<file path="src/rtl/alu_seq_if.sv">
// Bus bundle between the control unit, the multi-byte ALU sequencer, the shared ALU and the data memory.
// Optional ALU_SEQ_MEM_WAIT_EN adds the mem_ready back-pressure signal.
interface alu_seq_if #(
  parameter int ADDR_W = 8,
  parameter int LEN_W  = 4
) ();
  logic              start;
  logic [1:0]        op;
  logic [ADDR_W-1:0] src_a;
  logic [ADDR_W-1:0] src_b;
  logic [ADDR_W-1:0] dst;
  logic [LEN_W-1:0]  len;
  logic              cin;
  logic              busy;
  logic              done;
  logic              cout;
  logic              zero;
  logic              pari;

  logic [ADDR_W-1:0] mem_addr;
  logic              mem_rd_en;
  logic [7:0]        mem_rdata;
  logic              mem_wr_en;
  logic [7:0]        mem_wdata;
`ifdef ALU_SEQ_MEM_WAIT_EN
  logic              mem_ready;
`endif

  logic [2:0]        alu_cmd;
  logic [7:0]        alu_inA;
  logic [7:0]        alu_inB;
  logic              alu_sc_i;
  logic [7:0]        alu_rslt;
  logic              alu_sc_o;

  // Environment side: requester, memory and ALU.
  modport master (
`ifdef ALU_SEQ_MEM_WAIT_EN
    output mem_ready,
`endif
    output start, op, src_a, src_b, dst, len, cin,
    input  busy, done, cout, zero, pari,
    input  mem_addr, mem_rd_en, mem_wr_en, mem_wdata,
    output mem_rdata,
    input  alu_cmd, alu_inA, alu_inB, alu_sc_i,
    output alu_rslt, alu_sc_o
  );

  // Sequencer side.
  modport slave (
`ifdef ALU_SEQ_MEM_WAIT_EN
    input  mem_ready,
`endif
    input  start, op, src_a, src_b, dst, len, cin,
    output busy, done, cout, zero, pari,
    output mem_addr, mem_rd_en, mem_wr_en, mem_wdata,
    input  mem_rdata,
    output alu_cmd, alu_inA, alu_inB, alu_sc_i,
    input  alu_rslt, alu_sc_o
  );
endinterface

</file>
<file path="src/rtl/alu_seq.sv">
// Multi-byte ALU sequencer: streams operand bytes from memory through the 8-bit ALU and writes results back.
// Define ALU_SEQ_MEM_WAIT_EN to honour mem_ready stalls on every memory cycle.
module alu_seq #(
  parameter int ADDR_W = 8,
  parameter int LEN_W  = 4
) (
  input  logic     clk,
  input  logic     reset,
  alu_seq_if.slave bus
);
  localparam logic [1:0] OP_SHL  = 2'b01;
  localparam logic [1:0] OP_SHR  = 2'b10;
  localparam logic [1:0] OP_NAND = 2'b11;

  typedef enum logic [2:0] {S_IDLE, S_RD_A, S_RD_B, S_EXEC, S_DONE} state_t;

  state_t            state, state_nxt;
  logic [1:0]        op_r;
  logic [ADDR_W-1:0] src_a_r, src_b_r, dst_r;
  logic [LEN_W-1:0]  len_r, step;
  logic              carry, zero_r, pari_r, rd_vld;
  logic [7:0]        a_reg, b_reg;

  logic              ready, is_shift, last;
  logic [LEN_W-1:0]  idx;
  logic [ADDR_W-1:0] idx_ext;
  logic [7:0]        op_a, op_b;

`ifdef ALU_SEQ_MEM_WAIT_EN
  assign ready = bus.mem_ready;
`else
  assign ready = 1'b1;
`endif

  assign is_shift = (op_r == OP_SHL) || (op_r == OP_SHR);
  // step always counts up; SHR mirrors it so the most significant byte goes first.
  assign idx      = (op_r == OP_SHR) ? (len_r - step - LEN_W'(1)) : step;
  assign idx_ext  = ADDR_W'(idx);
  assign last     = (step == len_r - LEN_W'(1));

  // Read data is live only in the cycle after an accepted strobe; afterwards the captured copy is used.
  assign op_a = (is_shift && rd_vld) ? bus.mem_rdata : a_reg;
  assign op_b = is_shift ? 8'h00 : (rd_vld ? bus.mem_rdata : b_reg);

  assign bus.cout = carry;
  assign bus.zero = zero_r;
  assign bus.pari = pari_r;

  // NOTE: sequential state uses non-blocking assignments so every register samples pre-edge values.
  always_ff @(posedge clk or posedge reset) begin
    if (reset) state <= S_IDLE;
    else       state <= state_nxt;
  end

  // NOTE: every output gets a default first, so no path through the case can infer a latch.
  always_comb begin
    state_nxt     = state;
    bus.busy      = 1'b0;
    bus.done      = 1'b0;
    bus.mem_addr  = '0;
    bus.mem_rd_en = 1'b0;
    bus.mem_wr_en = 1'b0;
    bus.mem_wdata = 8'h00;
    bus.alu_cmd   = 3'b000;
    bus.alu_inA   = 8'h00;
    bus.alu_inB   = 8'h00;
    bus.alu_sc_i  = 1'b0;
    unique case (state)
      S_IDLE: begin
        if (bus.start) state_nxt = (bus.len == '0) ? S_DONE : S_RD_A;
      end
      S_RD_A: begin
        bus.busy      = 1'b1;
        bus.mem_rd_en = 1'b1;
        bus.mem_addr  = src_a_r + idx_ext;
        if (ready) state_nxt = is_shift ? S_EXEC : S_RD_B;
      end
      S_RD_B: begin
        bus.busy      = 1'b1;
        bus.mem_rd_en = 1'b1;
        bus.mem_addr  = src_b_r + idx_ext;
        if (ready) state_nxt = S_EXEC;
      end
      S_EXEC: begin
        bus.busy      = 1'b1;
        bus.mem_wr_en = 1'b1;
        bus.mem_addr  = dst_r + idx_ext;
        bus.mem_wdata = bus.alu_rslt;
        bus.alu_cmd   = {1'b0, op_r};
        bus.alu_inA   = op_a;
        bus.alu_inB   = op_b;
        bus.alu_sc_i  = carry;
        if (ready) state_nxt = last ? S_DONE : S_RD_A;
      end
      S_DONE: begin
        bus.done  = 1'b1;
        state_nxt = S_IDLE;
      end
      default: state_nxt = S_IDLE;
    endcase
  end

  always_ff @(posedge clk or posedge reset) begin
    if (reset) begin
      op_r    <= 2'b00;
      src_a_r <= '0;
      src_b_r <= '0;
      dst_r   <= '0;
      len_r   <= '0;
      step    <= '0;
      carry   <= 1'b0;
      zero_r  <= 1'b0;
      pari_r  <= 1'b0;
      rd_vld  <= 1'b0;
      a_reg   <= 8'h00;
      b_reg   <= 8'h00;
    end else begin
      rd_vld <= ready && ((state == S_RD_A) || (state == S_RD_B));
      if (rd_vld) begin
        if (state == S_RD_B)     a_reg <= bus.mem_rdata;
        else if (state == S_EXEC) begin
          if (is_shift) a_reg <= bus.mem_rdata;
          else          b_reg <= bus.mem_rdata;
        end
      end
      if (state == S_IDLE && bus.start) begin
        op_r    <= bus.op;
        src_a_r <= bus.src_a;
        src_b_r <= bus.src_b;
        dst_r   <= bus.dst;
        len_r   <= bus.len;
        step    <= '0;
        carry   <= bus.cin;
        zero_r  <= 1'b1;
        pari_r  <= 1'b0;
      end else if (state == S_EXEC && ready) begin
        // NAND has no meaningful carry chain, so the chain is cleared rather than left to the ALU.
        carry  <= (op_r == OP_NAND) ? 1'b0 : bus.alu_sc_o;
        zero_r <= zero_r & (bus.alu_rslt == 8'h00);
        pari_r <= pari_r ^ (^bus.alu_rslt);
        step   <= step + LEN_W'(1);
      end
    end
  end
endmodule

</file>
<file path="src/flat_wrapper.sv">
// flat-port wrapper written by rule: the top's interface ports become plain ports
module alu_seq_flat 
#(
  parameter int ADDR_W = 8,
  parameter int LEN_W  = 4
)
  (clk, reset, bus_start, bus_op, bus_src_a, bus_src_b, bus_dst, bus_len, bus_cin, bus_busy, bus_done, bus_cout, bus_zero, bus_pari, bus_mem_addr, bus_mem_rd_en, bus_mem_wr_en, bus_mem_wdata, bus_mem_rdata, bus_alu_cmd, bus_alu_inA, bus_alu_inB, bus_alu_sc_i, bus_alu_rslt, bus_alu_sc_o);
  alu_seq_if #(.ADDR_W(ADDR_W), .LEN_W(LEN_W)) bus_i ();
  input  logic clk;
  input  logic reset;
  input wire logic [$bits(bus_i.start)-1:0] bus_start;
  input wire logic [$bits(bus_i.op)-1:0] bus_op;
  input wire logic [$bits(bus_i.src_a)-1:0] bus_src_a;
  input wire logic [$bits(bus_i.src_b)-1:0] bus_src_b;
  input wire logic [$bits(bus_i.dst)-1:0] bus_dst;
  input wire logic [$bits(bus_i.len)-1:0] bus_len;
  input wire logic [$bits(bus_i.cin)-1:0] bus_cin;
  output wire logic [$bits(bus_i.busy)-1:0] bus_busy;
  output wire logic [$bits(bus_i.done)-1:0] bus_done;
  output wire logic [$bits(bus_i.cout)-1:0] bus_cout;
  output wire logic [$bits(bus_i.zero)-1:0] bus_zero;
  output wire logic [$bits(bus_i.pari)-1:0] bus_pari;
  output wire logic [$bits(bus_i.mem_addr)-1:0] bus_mem_addr;
  output wire logic [$bits(bus_i.mem_rd_en)-1:0] bus_mem_rd_en;
  output wire logic [$bits(bus_i.mem_wr_en)-1:0] bus_mem_wr_en;
  output wire logic [$bits(bus_i.mem_wdata)-1:0] bus_mem_wdata;
  input wire logic [$bits(bus_i.mem_rdata)-1:0] bus_mem_rdata;
  output wire logic [$bits(bus_i.alu_cmd)-1:0] bus_alu_cmd;
  output wire logic [$bits(bus_i.alu_inA)-1:0] bus_alu_inA;
  output wire logic [$bits(bus_i.alu_inB)-1:0] bus_alu_inB;
  output wire logic [$bits(bus_i.alu_sc_i)-1:0] bus_alu_sc_i;
  input wire logic [$bits(bus_i.alu_rslt)-1:0] bus_alu_rslt;
  input wire logic [$bits(bus_i.alu_sc_o)-1:0] bus_alu_sc_o;
  assign bus_i.start = bus_start;
  assign bus_i.op = bus_op;
  assign bus_i.src_a = bus_src_a;
  assign bus_i.src_b = bus_src_b;
  assign bus_i.dst = bus_dst;
  assign bus_i.len = bus_len;
  assign bus_i.cin = bus_cin;
  assign bus_busy = bus_i.busy;
  assign bus_done = bus_i.done;
  assign bus_cout = bus_i.cout;
  assign bus_zero = bus_i.zero;
  assign bus_pari = bus_i.pari;
  assign bus_mem_addr = bus_i.mem_addr;
  assign bus_mem_rd_en = bus_i.mem_rd_en;
  assign bus_mem_wr_en = bus_i.mem_wr_en;
  assign bus_mem_wdata = bus_i.mem_wdata;
  assign bus_i.mem_rdata = bus_mem_rdata;
  assign bus_alu_cmd = bus_i.alu_cmd;
  assign bus_alu_inA = bus_i.alu_inA;
  assign bus_alu_inB = bus_i.alu_inB;
  assign bus_alu_sc_i = bus_i.alu_sc_i;
  assign bus_i.alu_rslt = bus_alu_rslt;
  assign bus_i.alu_sc_o = bus_alu_sc_o;
  alu_seq #(.ADDR_W(ADDR_W), .LEN_W(LEN_W)) u_core (.clk(clk), .reset(reset), .bus(bus_i));
endmodule
</file>
<file path="config.mk">
export PLATFORM = sky130hd
export DESIGN_NAME = alu_seq_flat
export DESIGN_NICKNAME = d
export VERILOG_FILES = /design/src/rtl/alu_seq_if.sv /design/src/rtl/alu_seq.sv /design/src/flat_wrapper.sv
export SDC_FILE = /design/constraint.sdc
export NUM_CORES = 1
export LEC_CHECK = 0
export ABC_CLOCK_PERIOD_IN_PS = 5300
export CAP_MARGIN = 20
export CORE_ASPECT_RATIO = 1.4
export CORE_MARGIN = 5
export CORE_UTILIZATION = 40
export DETAILED_ROUTE_END_ITERATION = 10
export PLACE_DENSITY = 0.7
export SLEW_MARGIN = 20
export SYNTH_ARGS = -nofsm -noshare
export SYNTH_HDL_FRONTEND = slang
export SYNTH_SLANG_ARGS = --single-unit
</file>
<file path="constraint.sdc">
create_clock -name clk -period 5.3 [get_ports clk]
set_input_delay 1.59 -clock clk [delete_from_list [all_inputs] [get_ports clk]]
set_output_delay 1.59 -clock clk [all_outputs]
set_load 0.02 [all_outputs]
</file>
==> results.txt <==
The run finished with clean final reports. For the worst setup path, the data required time is 3710 ps. The biggest fanout along the worst timing path is 4. Global routing used 15.9% of the available tracks across all layers.

The routed design has 7810 um of wire. The internal power is 2100 uW. The placer's final routability congestion estimate came out at 0.885.

The type of the most critical hold path is flop to flop. Per report_power, the sequential group accounts for 22.7% of the total. The die extent in y is 119 um. The starting DRC count in detailed routing is 79. The number of maximum-capacitance violations is 0. The end point of the critical path is bus_mem_addr[6].

The post-synthesis area per instance came out at 10.4 sq um. Net switching is 42.1% of the power. The cell total after placement is 506. The post-synthesis net count came out at 392.

The top cell types in the final layout, fill and taps aside, are sky130_fd_sc_hd__clkdlybuf4s50_1 (90), sky130_fd_sc_hd__dfrtp_1 (57), sky130_fd_sc_hd__mux2_2 (33). The share of total power in the clock network came out at 13.8%. STA classifies the critical path endpoint as an output pin. The count of nets left with antenna violations once routing finished came out at 0. The worst slew slack as a fraction of its limit came out at 54.6%. The fraction of final layout cells with drive strength greater than 1 is 15.2%. The post-place instance area is 0.00437 sq mm. The critical path starts at u_core.step[0]$_DFFE_PP0P_.

The die is 87.6 um wide. The number of flops mapped to enable cells by yosys is 0. The number of global-route vias before repair is 2,819. The share of the Yosys chip area taken by registers is 42.3%. The CTS buffer count came out at 9. The number of setup buffers added after CTS is 0. The fraction of power consumed by combinational cells is 63.5%. In the synthesized netlist the dominant register cell turns out to be sky130_fd_sc_hd__dfrtp_1. The count of cells in the finished layout, fillers not included, comes to 522. For the final routed database, the setup TNS stands at 0 ps. The first-pass GRT wire length came out at 13,000 um. Timing would allow up to 0.198 GHz. The clock sink count came out at 57. The worst flop-to-flop path endpoint is u_core.src_b_r[6]$_DFFE_PP0P_.

Summing all non-filler instances in the final layout gives an area of 0.00464 sq mm. Setup repair after global routing left no endpoint under its margin. The count of final hold-check violations came out at 0.

The port buffer count came out at 92. The H-tree depth is 3. The growth of design area from synthesis to finish came out at 37.8%. IR analysis of the VDD net gives a maximum drop of 765 uV. Detailed routing inserted a total of 2,634 vias. The minimum setup slack among reg-to-reg paths is 3190 ps. The combined area of all synthesized cells is 0.00337 sq mm. The filler cell count is 717. The post-layout minimum cycle time came out at 5050 ps.

In this run the power spent charging and discharging nets is 1530 uW. The count of nets after finishing came out at 483. The post-DP HPWL came out at 6010 um. The power density over the cells came out at 783 mW/mm^2. The number of buffers added to fix hold violations after cts is 0. The total I/O pin count is 94. The fraction of synthesis flops using an asynchronous set or reset pin came out at 100%. The maximum root-to-sink buffer count came out at 2. The worst setup path is launched from a flop. The worst register-to-register path begins at u_core.state[0]$_DFFE_PP0P_. The per-cell routed wire length came out at 15.0 um.

The portion of the clock cycle consumed by the worst path in the final layout came out at 95.2%. The number of standard cells after synthesis came out at 324. For this design the static power due to leakage is 0.00207 uW.

The cell depth of the worst flop-to-flop path is 4. Leaving out fill and tap cells, the most frequent cell in the layout is sky130_fd_sc_hd__clkdlybuf4s50_1. The remaining global-route overflow is 0. The number of detailed-route iterations in the first pass came out at 4.

Clock tree synthesis selected as its root buffer the cell sky130_fd_sc_hd__clkbuf_16. The initial antenna violation count came out at 0. In the routed design, unresolved DRC markers number 0. The post-layout utilization of the core came out at 56.6%. The clock tree skew after final layout came out at 4.56 ps. The largest net degree at the start of global routing is 33.

The transition time of the tightest slew-check pin is 677 ps. The critical path class is flop to output pin. The worst endpoint data arrival time is 3460 ps. Clock-pin slew was measured on the worst setup and hold paths at 50 ps.

The number of register bits inferred by synthesis came out at 57. After detailed routing, the number of vias per cell comes to 5.05. The clock latency on the worst-skew pair is 320 ps. The total number of yosys warnings is 0. The max-slew violation count came out at 0. The number of diodes added for antenna fixing came out at 0. The count of different cell masters after synthesis came out at 45. Setup violations remaining at the end of the flow were counted as 0. The area of the core region came out at 0.00820 sq mm. The full die area is 0.0104 sq mm. The row count came out at 39. The starting density of the core is 41.1%. TritonCTS built the clock tree.
-- power by group through the flow --
| stage | clock network, uW | registers (uW) | logic, uW |
|---|---|---|---|
| CTS | 514 | 825 | 2350 |
| global placement | 0 | 818 | 2300 |
| global route | 536 | 856 | 2530 |
| floorplan | 0 | 764 | 1580 |
| finish | 501 | 826 | 2310 |
| detailed placement | 0 | 831 | 2340 |
-- per-layer routing --
metal	routed length, um	global-route usage [%]
met1	3030	17.9
met2	4000	27.3
met3	611	4.73
met4	166	7.01
met5	0	0
-- critical path, cell delays in order (launching register included) --
cell and delay [ps]:
sky130_fd_sc_hd__dfrtp_1 390, sky130_fd_sc_hd__inv_1 90, sky130_fd_sc_hd__ha_1 230, sky130_fd_sc_hd__fa_1 440, sky130_fd_sc_hd__nand2_1 60, sky130_fd_sc_hd__o21ai_0 160, sky130_fd_sc_hd__fa_1 490, sky130_fd_sc_hd__a21o_1 170
sky130_fd_sc_hd__a21oi_1 210, sky130_fd_sc_hd__nor3_1 100, sky130_fd_sc_hd__mux2i_1 170, sky130_fd_sc_hd__clkdlybuf4s50_1 620
-- cell type report --
cell class,instances,area [sq um],share of cell area (%)
repair buffers,96,968,20.9
inverters,19,71.3,1.54
well taps,102,128,2.75
flip-flops and latches,57,1430,30.7
multi-input cells,232,1780,38.4
clock inverters,6,35.0,0.755
clock buffers,10,229,4.93
-- how the worst min path moves through the flow --
| stage | from | end | slack (ps) | depth (start not counted) |
|---|---|---|---|---|
| 6_report | u_core.dst_r[6]$_DFFE_PP0P_ | u_core.dst_r[6]$_DFFE_PP0P_ | 480 | 1 |
| 5_1_grt | u_core.dst_r[6]$_DFFE_PP0P_ | u_core.dst_r[6]$_DFFE_PP0P_ | 500 | 1 |
| 4_1_cts | u_core.bus.zero$_DFFE_PP0P_ | u_core.bus.zero$_DFFE_PP0P_ | 480 | 1 |
| 3_5_place_dp | u_core.dst_r[6]$_DFFE_PP0P_ | u_core.dst_r[6]$_DFFE_PP0P_ | 470 | 1 |
| 3_3_place_gp | u_core.bus.zero$_DFFE_PP0P_ | u_core.bus.zero$_DFFE_PP0P_ | 460 | 1 |
| 2_1_floorplan | u_core.dst_r[6]$_DFFE_PP0P_ | u_core.dst_r[6]$_DFFE_PP0P_ | 450 | 1 |
-- kinds of logic after synthesis --
logic type | Yosys count | synth area share, %
mux | 66 | 21.7
simple gates | 91 | 13.1
fa+ha+maj | 17 | 6.76
flops | 57 | 42.3
xor+xnor | 15 | 3.90
buf+inv | 35 | 4.98
compound gates | 42 | 7.06
other cells | 1 | 0.111
-- cell usage after synthesis, drive strengths merged, types with 3 or more instances --
| cell | n | area share [%] |
|---|---|---|
| mux2i | 18 | 5.6 |
| inv | 19 | 2.1 |
| ha | 15 | 5.6 |
| nor2 | 31 | 3.5 |
| nand2b | 3 | 0.56 |
| a21oi | 25 | 3.7 |
| mux2 | 48 | 16 |
| nand2 | 31 | 3.5 |
| dfrtp | 57 | 42 |
| nor3 | 3 | 0.45 |
| and2 | 5 | 0.93 |
| xor2 | 4 | 1.0 |
| clkbuf | 4 | 0.45 |
| nand3 | 4 | 0.74 |
| o21ai | 7 | 1.0 |
| xnor2 | 11 | 2.9 |
| buf | 12 | 2.4 |
| a21o | 5 | 1.1 |
| nor4 | 3 | 0.93 |
-- stage by stage --
| stage | hold slack [ps] | worst slack (ps) | power, uW |
|---|---|---|---|
| floorplan | 452 | 1070 | 2350 |
| global placement | 460 | 586 | 3120 |
| detailed placement | 474 | 489 | 3180 |
| CTS | 485 | 144 | 3690 |
| global route | 500 | 70.9 | 3920 |
| finish | 478 | 253 | 3630 |
-- timing repair --
item / CTS / global route
endpoints found under the hold margin: 0 / 0
setup endpoints to repair: 0 / 2
gates resized for setup: 0 / 2
(Power assumes the default switching activity.)
